### src/rtl/serial_subtractor.sv
// Bit-serial two's-complement subtractor: one full-adder cell computes a + ~b + 1
// LSB first, with a start/busy/done handshake and registered, held results.
module serial_subtractor #(
  parameter int WIDTH = 8
) (
  input  logic             clk,
  input  logic             rst_n,
  input  logic             start,
  input  logic [WIDTH-1:0] a,
  input  logic [WIDTH-1:0] b,
  output logic             busy,
  output logic             done,
  output logic [WIDTH-1:0] diff,
  output logic             borrow,
  output logic             overflow,
  output logic             zero
);

  localparam int CNT_W = (WIDTH > 1) ? $clog2(WIDTH) : 1;

  typedef enum logic {IDLE, SHIFT} state_t;

  state_t             state_q, state_d;
  logic [WIDTH-1:0]   a_sr_q, a_sr_d;
  logic [WIDTH-1:0]   b_sr_q, b_sr_d;
  logic [WIDTH-1:0]   res_q, res_d;
  logic [CNT_W-1:0]   cnt_q, cnt_d;
  logic               carry_q, carry_d;
  logic [WIDTH-1:0]   diff_q, diff_d;
  logic               borrow_q, borrow_d;
  logic               overflow_q, overflow_d;
  logic               zero_q, zero_d;
  logic               done_q, done_d;

  // Full-adder cell; the subtrahend bit is inverted to form a + ~b + 1.
  logic             nb_bit;
  logic             sum_bit;
  logic             carry_out;
  logic [WIDTH-1:0] res_next;

  always_comb begin
    nb_bit    = ~b_sr_q[0];
    sum_bit   = a_sr_q[0] ^ nb_bit ^ carry_q;
    carry_out = (a_sr_q[0] & nb_bit) | (carry_q & (a_sr_q[0] ^ nb_bit));
    res_next  = {sum_bit, res_q[WIDTH-1:1]};
  end

  always_comb begin
    state_d    = state_q;
    a_sr_d     = a_sr_q;
    b_sr_d     = b_sr_q;
    res_d      = res_q;
    cnt_d      = cnt_q;
    carry_d    = carry_q;
    diff_d     = diff_q;
    borrow_d   = borrow_q;
    overflow_d = overflow_q;
    zero_d     = zero_q;
    done_d     = 1'b0;

    case (state_q)
      IDLE: begin
        if (start) begin
          a_sr_d  = a;
          b_sr_d  = b;
          res_d   = '0;
          cnt_d   = '0;
          carry_d = 1'b1;
          state_d = SHIFT;
        end
      end
      SHIFT: begin
        a_sr_d  = a_sr_q >> 1;
        b_sr_d  = b_sr_q >> 1;
        res_d   = res_next;
        carry_d = carry_out;
        cnt_d   = cnt_q + CNT_W'(1);
        if (cnt_q == CNT_W'(WIDTH - 1)) begin
          // On the MSB cell carry_q is the carry into the MSB.
          diff_d     = res_next;
          borrow_d   = ~carry_out;
          overflow_d = carry_q ^ carry_out;
          zero_d     = (res_next == '0);
          done_d     = 1'b1;
          state_d    = IDLE;
        end
      end
      default: state_d = IDLE;
    endcase
  end

  always_ff @(posedge clk or negedge rst_n) begin
    if (!rst_n) begin
      state_q    <= IDLE;
      a_sr_q     <= '0;
      b_sr_q     <= '0;
      res_q      <= '0;
      cnt_q      <= '0;
      carry_q    <= 1'b0;
      diff_q     <= '0;
      borrow_q   <= 1'b0;
      overflow_q <= 1'b0;
      zero_q     <= 1'b0;
      done_q     <= 1'b0;
    end else begin
      state_q    <= state_d;
      a_sr_q     <= a_sr_d;
      b_sr_q     <= b_sr_d;
      res_q      <= res_d;
      cnt_q      <= cnt_d;
      carry_q    <= carry_d;
      diff_q     <= diff_d;
      borrow_q   <= borrow_d;
      overflow_q <= overflow_d;
      zero_q     <= zero_d;
      done_q     <= done_d;
    end
  end

  assign busy     = (state_q == SHIFT);
  assign done     = done_q;
  assign diff     = diff_q;
  assign borrow   = borrow_q;
  assign overflow = overflow_q;
  assign zero     = zero_q;

endmodule

### config.mk
export PLATFORM = sky130hd
export DESIGN_NAME = serial_subtractor
export DESIGN_NICKNAME = d
export VERILOG_FILES = /design/src/rtl/serial_subtractor.sv
export SDC_FILE = /design/constraint.sdc
export NUM_CORES = 1
export LEC_CHECK = 0
export CAP_MARGIN = 20
export CORE_UTILIZATION = 35
export CTS_CLUSTER_DIAMETER = 60
export DETAILED_ROUTE_END_ITERATION = 10
export DONT_BUFFER_PORTS = 1
export SYNTH_ARGS = -nofsm -noshare
export SYNTH_HDL_FRONTEND = slang
export SYNTH_SLANG_ARGS = --single-unit
export TNS_END_PERCENT = 10
### constraint.sdc
create_clock -name clk -period 1.6 [get_ports clk]
set_input_delay 0.32 -clock clk [delete_from_list [all_inputs] [get_ports clk]]
set_output_delay 0.32 -clock clk [all_outputs]
set_load 0.005 [all_outputs]
==> reports/qor.yml, run 1 <==
power:
  p_leak_nw: 0.944
  p_per_area_mw_per_mm2: 1860
  vdd_ir_drop_max_uv: 865
  power_mw: 3.60
sta:
  timing.final.crit_share_pct: 93.9
  clock_skew_ns: 0.00373
  min_period_ns: 1.50
  max_freq_ghz: 0.665
  hold_violations: 0
  relSlewSlack_pct: 81.8
  tightest_slew_ns: 0.271
  finalSetupTns_ns: 0
  rsz0062_at_grt: "no"
  final-setup-viol-count: 0
  finalMaxSlewViolations: 0
clock_network:
  cts_made_buffers: 5
  cts_tree: "done"
  clk-insertion-delay-late_ns: 0.29
  clk_pin_slew_ns: 0.07
  htreeDepth: 2
  clock-sinks: 40
  cts-root-buf: "clkbuf_8"
  cts_buffer_depth: 2
synth:
  seq_area_frac_synth_pct: 57.3
  netlist_area_mm2: 0.00175
  syn_inst: 145
  synth.largest_area_cell: "dfrtp_1"
  yosys-top-cells-area: "dfrtp_1 (57%), mux2i_1 (10%), mux2_4 (6.9%), o21ai_0 (6.0%), nand2_1 (4.7%)"
  async_flop_share_pct: 100
  synth_edf_count: 0
  synth.distinct_cells: 20
  synth_top_area_share_pct: 57.3
  synth_nets: 167
  avgSynthCellArea_um2: 12.1
  synth-seq-cells: 40
  synthFlopType: "dfrtp_1"
  yosys_warnings: 0
floorplan:
  floorplan.die_area_mm2: 0.00528
  coreArea_mm2: 0.00475
  die_w_um: 72.7
  placementRows: 25
  start_util_pct: 36.8
  num_io_pins: 32
  die_h_um: 72.7
final_layout:
  seq_area_mm2: 0.00100
  nets: 171
  mostFrequentLayoutCells: "dfrtp_1 (40), nand2_1 (21), o21ai_0 (21)"
  filler_cell_count: 476
  antenna_cells: 0
  syn2layout_area_growth_pct: 10.8
  multi_input_area_um2: 676
  final_common_cell: "dfrtp_1"
  drive_gt1_share_pct: 15.3
hold_path:
  hold_path.class: "in2reg"
routing:
  drtIter0Drc: 100
  drc: 0
  wl_um: 2880
  post_drt_wl_per_cell_um: 13.3
  drtPass1Iterations: 2
  via_per_inst: 4.83
  drtAntennaViolNets: 0
  vias: 1048
place:
  dp_hpwl_um: 1900
  numPortBuffers: 0
  gp_congestion: 0.699
critical_path:
  critPathLaunchType: "register"
  crit_type: "reg2reg"
  worst_ep_arrival_time_ns: 1.68
  cp_max_fo: 4
  critPathCaptureType: "register"
  reg2reg_depth: 5
  cp-startpoint: "cnt_q[0]$_DFFE_PN0P_"
  setup.worst_path.end: "diff[1]$_DFFE_PN0P_"
  rr_startpoint: "cnt_q[0]$_DFFE_PN0P_"
  r2r_end: "diff[1]$_DFFE_PN0P_"
  worstPathRequired_ns: 1.78
  r2r_slack_ns: 0.1
outcome:
  status: "finished, final reports clean"
global_routing:
  grt_max_degree: 54
  overflow: 0
  grt_pass1_wl_um: 5070
  antenna_found_initial: 0
  grt_use_total_pct: 12.8
  grt_pass1_vias: 1137
job:
  maxCapViolations: 0
[worst max-delay path, cell delays in order, from the launching register on]
cell and delay (ns):
dfrtp_1 0.40, ha_1 0.20, ha_1 0.22, nand2_2 0.10, buf_4 0.14, mux2_2 0.33
[worst min path at each step]
| stage | startpoint | endpoint | slack (ns) | depth (start not counted) |
|---|---|---|---|---|
| finish | start | res_q[7]$_DFFE_PN0P_ | 0.13 | 1 |
| global route | start | res_q[3]$_DFFE_PN0P_ | 0.12 | 1 |
| CTS | start | res_q[7]$_DFFE_PN0P_ | 0.12 | 1 |
| detailed placement | rst_n | diff[1]$_DFFE_PN0P_ | 0.03 | 0 |
| global placement | rst_n | res_q[2]$_DFFE_PN0P_ | 0.03 | 0 |
| floorplan | rst_n | a_sr_q[0]$_DFFE_PN0P_ | 0.02 | 0 |
[kinds of logic (layout without fill, tap and decap cells)]
kind of cell	after synthesis	after routing	synth area share (%)
AND/OR/NAND/NOR	35	35	8.80
flip-flops	40	40	57.3
AO/OA/AOI/OAI	27	27	8.80
buffers and inverters	12	17	4.22
adder cells (fa/ha/maj)	3	3	2.58
multiplexers	27	27	17.8
XOR/XNOR	1	1	0.501
[layer usage]
metal / track usage, % / share of wire (%) / wire length, um
met4: 6.54 / 1.9 / 56
met1: 14.8 / 46 / 1330
met3: 6.49 / 9.0 / 260
met5: 0 / 0 / 0
met2: 19.7 / 43 / 1240
[layout make-up]
cell class | count | share of cell area, %
flip-flops and latches | 40 | 51.7
multi-input cells | 93 | 34.9
well taps | 67 | 4.33
clock buffers | 6 | 4.26
repair buffers | 6 | 3.75
inverters | 3 | 0.581
clock inverters | 2 | 0.517
[what timing repair did]
action	4_1_cts	5_1_grt
buffers inserted	0	0
endpoints found under the setup margin	0	7
resized for setup	0	1
hold endpoints to repair	40	0
hold buffers	2	0
[synth_stat cells, types with 3 or more instances]
cell      number
nand2_1       22
mux2i_1       18
a22o_1         3
inv_1          3
buf_2          5
dfrtp_1       40
o21ai_0       21
nor2_1         4
mux2_4         8
nand2b_1       7
[flip-flops by register name (all words and copies together), names as in the netlist]
name,cells
a_sr_q,8
b_sr_q,8
diff,8
res_q,7
cnt_q,3
borrow,1
busy,1
carry_q,1
done,1
overflow,1
zero,1
[report_power, final]
| part | internal [mW] | leakage, nW | switching (mW) | total (mW) |
|---|---|---|---|---|
| sequential | 1.44 | 0.511 | 0.316 | 1.76 |
| clock | 0.344 | 0.0510 | 0.338 | 0.681 |
| combinational | 0.633 | 0.382 | 0.527 | 1.16 |
[through the flow]
stage / area (um2) / instances / setup WS (ns) / util (%) / hold slack [ns]
2_1_floorplan: 1750 / 145 / 0.147 / - / 0.0244
3_3_place_gp: 1810 / 207 / 0.109 / 38.1 / 0.0252
3_5_place_dp: 1810 / 207 / 0.0757 / 38.1 / 0.0253
4_1_cts: 1930 / 217 / 0.0574 / 40.7 / 0.121
5_1_grt: 1940 / 217 / 0.00633 / 40.7 / 0.118
6_report: 1940 / 217 / 0.0971 / 40.7 / 0.130
Note: power is estimated with default switching activity, not from simulation.
==> run 2, diff against run 1 <==
--- a/config.mk
+++ b/config.mk
@@ -6,10 +6,13 @@
 export NUM_CORES = 1
 export LEC_CHECK = 0
 export CAP_MARGIN = 20
-export CORE_UTILIZATION = 35
+export CORE_MARGIN = 10
+export CORE_UTILIZATION = 61
 export CTS_CLUSTER_DIAMETER = 60
 export DETAILED_ROUTE_END_ITERATION = 10
 export DONT_BUFFER_PORTS = 1
+export PLACE_DENSITY = 0.77
+export SKIP_CTS_REPAIR_TIMING = 1
 export SYNTH_ARGS = -nofsm -noshare
 export SYNTH_HDL_FRONTEND = slang
 export SYNTH_SLANG_ARGS = --single-unit
==> run 2 against run 1 <==
  * Routed wire length is 7.9% higher
  * Clock power is 31% lower
  * Sequential power hardly changed
  * Largest cell class unchanged
==> reports/qor.yml, run 2 (synthesis gave the netlist of run 1 again) <==
power:
  p_leak_nw: 0.920  # -2.5%
  p_per_area_mw_per_mm2: 1850  # -0.22%
  power_mw: 3.42  # -5.0%
  vdd_ir_drop_max_uv: 1550  # +79%
critical_path:
  crit_cells: 5  # unchanged
  cp_max_fo: 8  # +4
  crit_slowest_cell: "dfrtp_1"
  worst_ep_arrival_time_ns: 1.76  # +0.08 ns
  critPathCaptureType: "register"
  worstPathRequired_ns: 1.83  # +0.05 ns
  crit_type: "reg2reg"
  max_stage_delay_ns: 0.41  # about the same
  cpMostUsedCell: "ha_1"
  path_delay_family: "adder cells"
  reg2reg_depth: 5  # unchanged
  rr_startpoint: "cnt_q[0]$_DFFE_PN0P_"
  r2r_end: "diff[3]$_DFFE_PN0P_"
  path_cells: "ha_1, ha_1, nand2_1, buf_4, mux2_4"
  path_buf_inv: 1  # unchanged
  critPathLaunchType: "register"
  r2r_slack_ns: 0.06  # -0.03 ns
global_routing:
  antenna_found_initial: 0  # unchanged
  grt_max_degree: 41  # -24%
  grt_pass1_wl_um: 5090  # +0.41%
  grt_pass1_vias: 1083  # -4.7%
  grt_use_total_pct: 12.2  # -0.65 points
  overflow: 0  # unchanged
sta:
  clock_skew_ns: 0.0119  # +0.00814 ns
  finalMaxSlewViolations: 0  # unchanged
  final-setup-viol-count: 0  # unchanged
  relSlewSlack_pct: 81.7  # about the same
  min_period_ns: 1.54  # +0.0331 ns
  hold_violations: 0  # unchanged
  tightest_slew_ns: 0.271  # +0.000435 ns
  rsz0062_at_grt: "no"
  timing.final.crit_share_pct: 96.0  # +2.1 points
  finalSetupTns_ns: 0  # unchanged
  max_freq_ghz: 0.651  # -2.2%
clock_network:
  clk_pin_slew_ns: 0.12  # +0.05 ns
  cts-root-buf: "clkbuf_4"
  clk-insertion-delay-late_ns: 0.34  # +0.05 ns
  cts_made_buffers: 5  # unchanged
  htreeDepth: 2  # unchanged
  cts_tree: "done"
  cts_buffer_depth: 2  # unchanged
  clock-sinks: 40  # unchanged
final_layout:
  syn2layout_area_growth_pct: 5.51
  final_common_cell: "dfrtp_1"
  nets: 172  # +0.58%
  antenna_cells: 0  # unchanged
  finalInstanceArea_mm2: 0.00184  # -4.8%
  filler_cell_count: 207  # -57%
  mostFrequentLayoutCells: "dfrtp_1 (40), nand2_1 (22), o21ai_0 (21)"
  drive_gt1_share_pct: 14.7  # -0.67 points
routing:
  drtIter0Drc: 59  # -41%
  vias: 1044  # -0.38%
  wl_um: 3110  # +7.9%
  post_drt_wl_per_cell_um: 17.2  # +29%
  via_per_inst: 5.77  # +19%
  drtPass1Iterations: 4  # +2
  drc: 0  # unchanged
  drtAntennaViolNets: 0  # unchanged
floorplan:
  coreArea_mm2: 0.00276  # -42%
  die_h_um: 73.5  # +1.2%
  num_io_pins: 32  # unchanged
  placementRows: 19  # -24%
  die_w_um: 73.5  # +1.2%
  floorplan.die_area_mm2: 0.00541  # +2.4%
  start_util_pct: 63.4  # +27 points
job:
  maxCapViolations: 0  # unchanged
outcome:
  status: "finished, final reports clean"
hold_path:
  min-delay-start: "start"
  whs_endpoint: "res_q[7]$_DFFE_PN0P_"
  hold_depth: 1  # unchanged
  hold_path.class: "in2reg"
place:
  dp_hpwl_um: 2200  # +16%
  place_area_mm2: 0.00176  # -2.8%
  gp_congestion: 0.713  # +2.0%
  numPortBuffers: 0  # unchanged
-- run 2: cell count changes in the layout (fill, tap and decap cells not counted) --
cell and change:
buf_4 +2, clkinv_2 -1, nor4_1 -1, nand2_2 -1
clkbuf_1 +1, clkbuf_8 -6, buf_12 -1, clkbuf_4 +5
nor4_2 +1, nand2_1 +1
-- run 2: per-layer routing --
| metal | share of wire, % | routed length [um] | track usage [%] | up-vias |
|---|---|---|---|---|
| met3 | 7.1 | 221 | 5.25 | 6 |
| met5 | 0 | 0 | 0 | - |
| li1 | - | - | - | 502 |
| met2 | 48 | 1510 | 18.8 | 26 |
| met1 | 42 | 1320 | 14.3 | 510 |
| met4 | 2.0 | 63 | 5.59 | 0 |
-- run 2: worst max path at each step --
| stage | endpoint | startpoint | slack, ns |
|---|---|---|---|
| floorplan | diff[0]$_DFFE_PN0P_ | cnt_q[0]$_DFFE_PN0P_ | 0.15 |
| global placement | zero$_DFFE_PN0P_ | a_sr_q[0]$_DFFE_PN0P_ | 0.11 |
| detailed placement | overflow$_DFFE_PN0P_ | cnt_q[0]$_DFFE_PN0P_ | 0.06 |
| CTS | zero$_DFFE_PN0P_ | a_sr_q[0]$_DFFE_PN0P_ | 0.05 |
| global route | diff[6]$_DFFE_PN0P_ | cnt_q[0]$_DFFE_PN0P_ | 0.008 |
| finish | diff[3]$_DFFE_PN0P_ | cnt_q[0]$_DFFE_PN0P_ | 0.06 |
-- run 2: power breakdown --
part           switching [mW]  total, mW  internal, mW
Combinational           0.546       1.18         0.634
Clock                   0.306      0.468         0.162
Sequential              0.334       1.77          1.44
Total                    1.19       3.42          2.23
-- run 2: area by class of cell --
class	instances	area, um2	share of cell area, %
Clock buffer	6	41.3	2.24
Clock inverter	1	5.00	0.271
Sequential cell	40	1000	54.3
Timing Repair Buffer	7	67.6	3.66
Tap cell	31	38.8	2.10
Inverter	3	11.3	0.611
Multi-Input combinational cell	93	679	36.8
-- run 2: per-stage QoR --
stage          hold slack [ns]  utilization, %  worst slack, ns  std cells
6_report                0.0785            66.9           0.0640        181
4_1_cts                 -0.350            65.6           0.0493        179
5_1_grt                 0.0639            66.9          0.00808        181
3_3_place_gp            0.0257            63.9            0.111        172
3_5_place_dp            0.0257            63.9           0.0602        172
2_1_floorplan           0.0244               -            0.147        145
==> run 3, diff against run 2 <==
--- a/config.mk
+++ b/config.mk
@@ -5,13 +5,14 @@
 export SDC_FILE = /design/constraint.sdc
 export NUM_CORES = 1
 export LEC_CHECK = 0
+export ABC_CLOCK_PERIOD_IN_PS = 1850
 export CAP_MARGIN = 20
 export CORE_MARGIN = 10
-export CORE_UTILIZATION = 61
+export CORE_UTILIZATION = 66
 export CTS_CLUSTER_DIAMETER = 60
 export DETAILED_ROUTE_END_ITERATION = 10
 export DONT_BUFFER_PORTS = 1
-export PLACE_DENSITY = 0.77
+export PLACE_DENSITY = 0.82
 export SKIP_CTS_REPAIR_TIMING = 1
 export SYNTH_ARGS = -nofsm -noshare
 export SYNTH_HDL_FRONTEND = slang
==> constraint.sdc (replaced) <==
create_clock -name clk -period 1.85 [get_ports clk]
set_input_delay 0.37 -clock clk [delete_from_list [all_inputs] [get_ports clk]]
set_output_delay 0.37 -clock clk [all_outputs]
set_load 0.005 [all_outputs]
==> run 3 against run 2 <==
  * Global-route usage about the same
  * Worst setup slack improved by 0.18 ns
  * Largest power group unchanged
  * Largest cell class unchanged
  * Die area decreased by 5.6%
  * Fmax is 4.3% lower
  * Highest routed layer unchanged
  * Clock power down 3%
  * Clock-buffer cell count is the same
  * Sequential share of layout area rose by 0.22 points
==> reports/qor.yml, run 3 (synthesis gave the netlist of run 1 again) <==
floorplan:
  floorplan.die_area_mm2: 0.00511  # -5.6%
  coreArea_mm2: 0.00250  # -9.3%
  die_h_um: 71.5  # -2.8%
  placementRows: 18  # -1
  num_io_pins: 32  # unchanged
  die_w_um: 71.5  # -2.8%
  start_util_pct: 69.9  # +6.5 points
clock_network:
  cts-root-buf: "clkbuf_4"
  clk-insertion-delay-late_ns: 0.35  # about the same
  htreeDepth: 2  # unchanged
  cts_made_buffers: 5  # unchanged
  clock-sinks: 40  # unchanged
  cts_buffer_depth: 2  # unchanged
  clk_pin_slew_ns: 0.11  # about the same
  cts_tree: "done"
power:
  vdd_ir_drop_max_uv: 1150  # -26%
  p_per_area_mw_per_mm2: 1600  # -14%
  p_leak_nw: 0.920  # about the same
  power_mw: 2.94  # -14%
final_layout:
  seq_area_mm2: 0.00100  # unchanged
  drive_gt1_share_pct: 14.1  # -0.57 points
  filler_cell_count: 178  # -14%
  mostFrequentLayoutCells: "dfrtp_1 (40), nand2_1 (22), o21ai_0 (21)"
  antenna_cells: 0  # unchanged
  syn2layout_area_growth_pct: 5.08
  final_common_cell: "dfrtp_1"
  multi_input_area_um2: 673  # -0.92%
  nets: 170  # -1.2%
  final_util_pct: 73.5  # +6.6 points
job:
  maxCapViolations: 0  # unchanged
sta:
  finalMaxSlewViolations: 0  # unchanged
  min_period_ns: 1.60  # +0.0687 ns
  rsz0062_at_grt: "no"
  fin_ws_ns: 0.245  # +0.181 ns
  finalSetupTns_ns: 0  # unchanged
  max_freq_ghz: 0.623  # -4.3%
  relSlewSlack_pct: 82.5  # +0.78 points
  tightest_slew_ns: 0.260  # -0.0116 ns
  timing.final.crit_share_pct: 86.7  # -9.3 points
  final-setup-viol-count: 0  # unchanged
  clock_skew_ns: 0.00907  # -0.00280 ns
  hold_violations: 0  # unchanged
place:
  dp_hpwl_um: 2130  # -3.5%
  gp_congestion: 0.729  # +2.2%
  dp_slack_ns: 0.262  # +0.202 ns
  numPortBuffers: 0  # unchanged
critical_path:
  crit_type: "reg2reg"
  critPathCaptureType: "register"
  worst_ep_arrival_time_ns: 1.84  # +0.08 ns
  worstPathRequired_ns: 2.08  # +0.25 ns
  cp_max_fo: 11  # +3
  critPathLaunchType: "register"
  r2r_slack_ns: 0.25  # +0.18 ns
hold_path:
  hold_path.class: "in2reg"
routing:
  drc: 0  # unchanged
  drtAntennaViolNets: 0  # unchanged
  via_per_inst: 5.75  # -0.34%
  wl_um: 3010  # -3.2%
  drtIter0Drc: 48  # -19%
  post_drt_wl_per_cell_um: 16.8  # -2.1%
  vias: 1029  # -1.4%
  drtPass1Iterations: 4  # unchanged
global_routing:
  antenna_found_initial: 0  # unchanged
  overflow: 0  # unchanged
  grt_pass1_vias: 1063  # -1.8%
  grt_pass1_wl_um: 5020  # -1.5%
  grt_max_degree: 41  # unchanged
  grt_use_total_pct: 12.2  # about the same
outcome:
  status: "finished, final reports clean"
## run 3: layout make-up
class	count	area share (%)
clock buffer	6	2.79
timing repair buffer	5	2.86
inverter	3	0.613
sequential	40	54.5
multi-input combinational	93	36.6
tap	30	2.04
clock inverter	2	0.545
## run 3: per-layer routing
layer	GRT usage, %	wire length [um]	vias to the layer above
li1	-	-	500
met1	13.7	1200	489
met2	18.2	1430	34
met3	7.02	333	6
met4	5.81	44	0
met5	0	0	-
## run 3: power breakdown
group	switching (mW)	internal, mW	leakage (nW)
combinational	0.452	0.516	0.371
clock	0.271	0.181	0.0380
sequential	0.281	1.24	0.511
total	1.00	1.94	0.920
## run 3: critical path: stages (launching register included)
cell and delay (ns):
dfrtp_1 0.42, ha_1 0.21, ha_1 0.22, nand2_1 0.08, buf_4 0.21, mux2_2 0.36
## run 3: per-stage QoR
| step | cell area (um2) | cells | hold WS, ns |
|---|---|---|---|
| after floorplan | 1750 | 145 | 0.0744 |
| after global placement | 1750 | 169 | 0.0755 |
| after detailed placement | 1750 | 169 | 0.0756 |
| after CTS | 1810 | 177 | -0.318 |
| after global routing | 1840 | 179 | 0.109 |
| final | 1840 | 179 | 0.122 |
## run 3: final timing paths
kind,cells past startpoint,end,start
min in group asynchronous,2,b_sr_q[0]$_DFFE_PN0P_,rst_n
worst max register to register,5,diff[1]$_DFFE_PN0P_,cnt_q[0]$_DFFE_PN0P_
worst min register to register,2,b_sr_q[4]$_DFFE_PN0P_,b_sr_q[5]$_DFFE_PN0P_
worst max-delay path,5,diff[1]$_DFFE_PN0P_,cnt_q[0]$_DFFE_PN0P_
max in group asynchronous,2,a_sr_q[5]$_DFFE_PN0P_,rst_n
worst min-delay path,1,res_q[7]$_DFFE_PN0P_,start
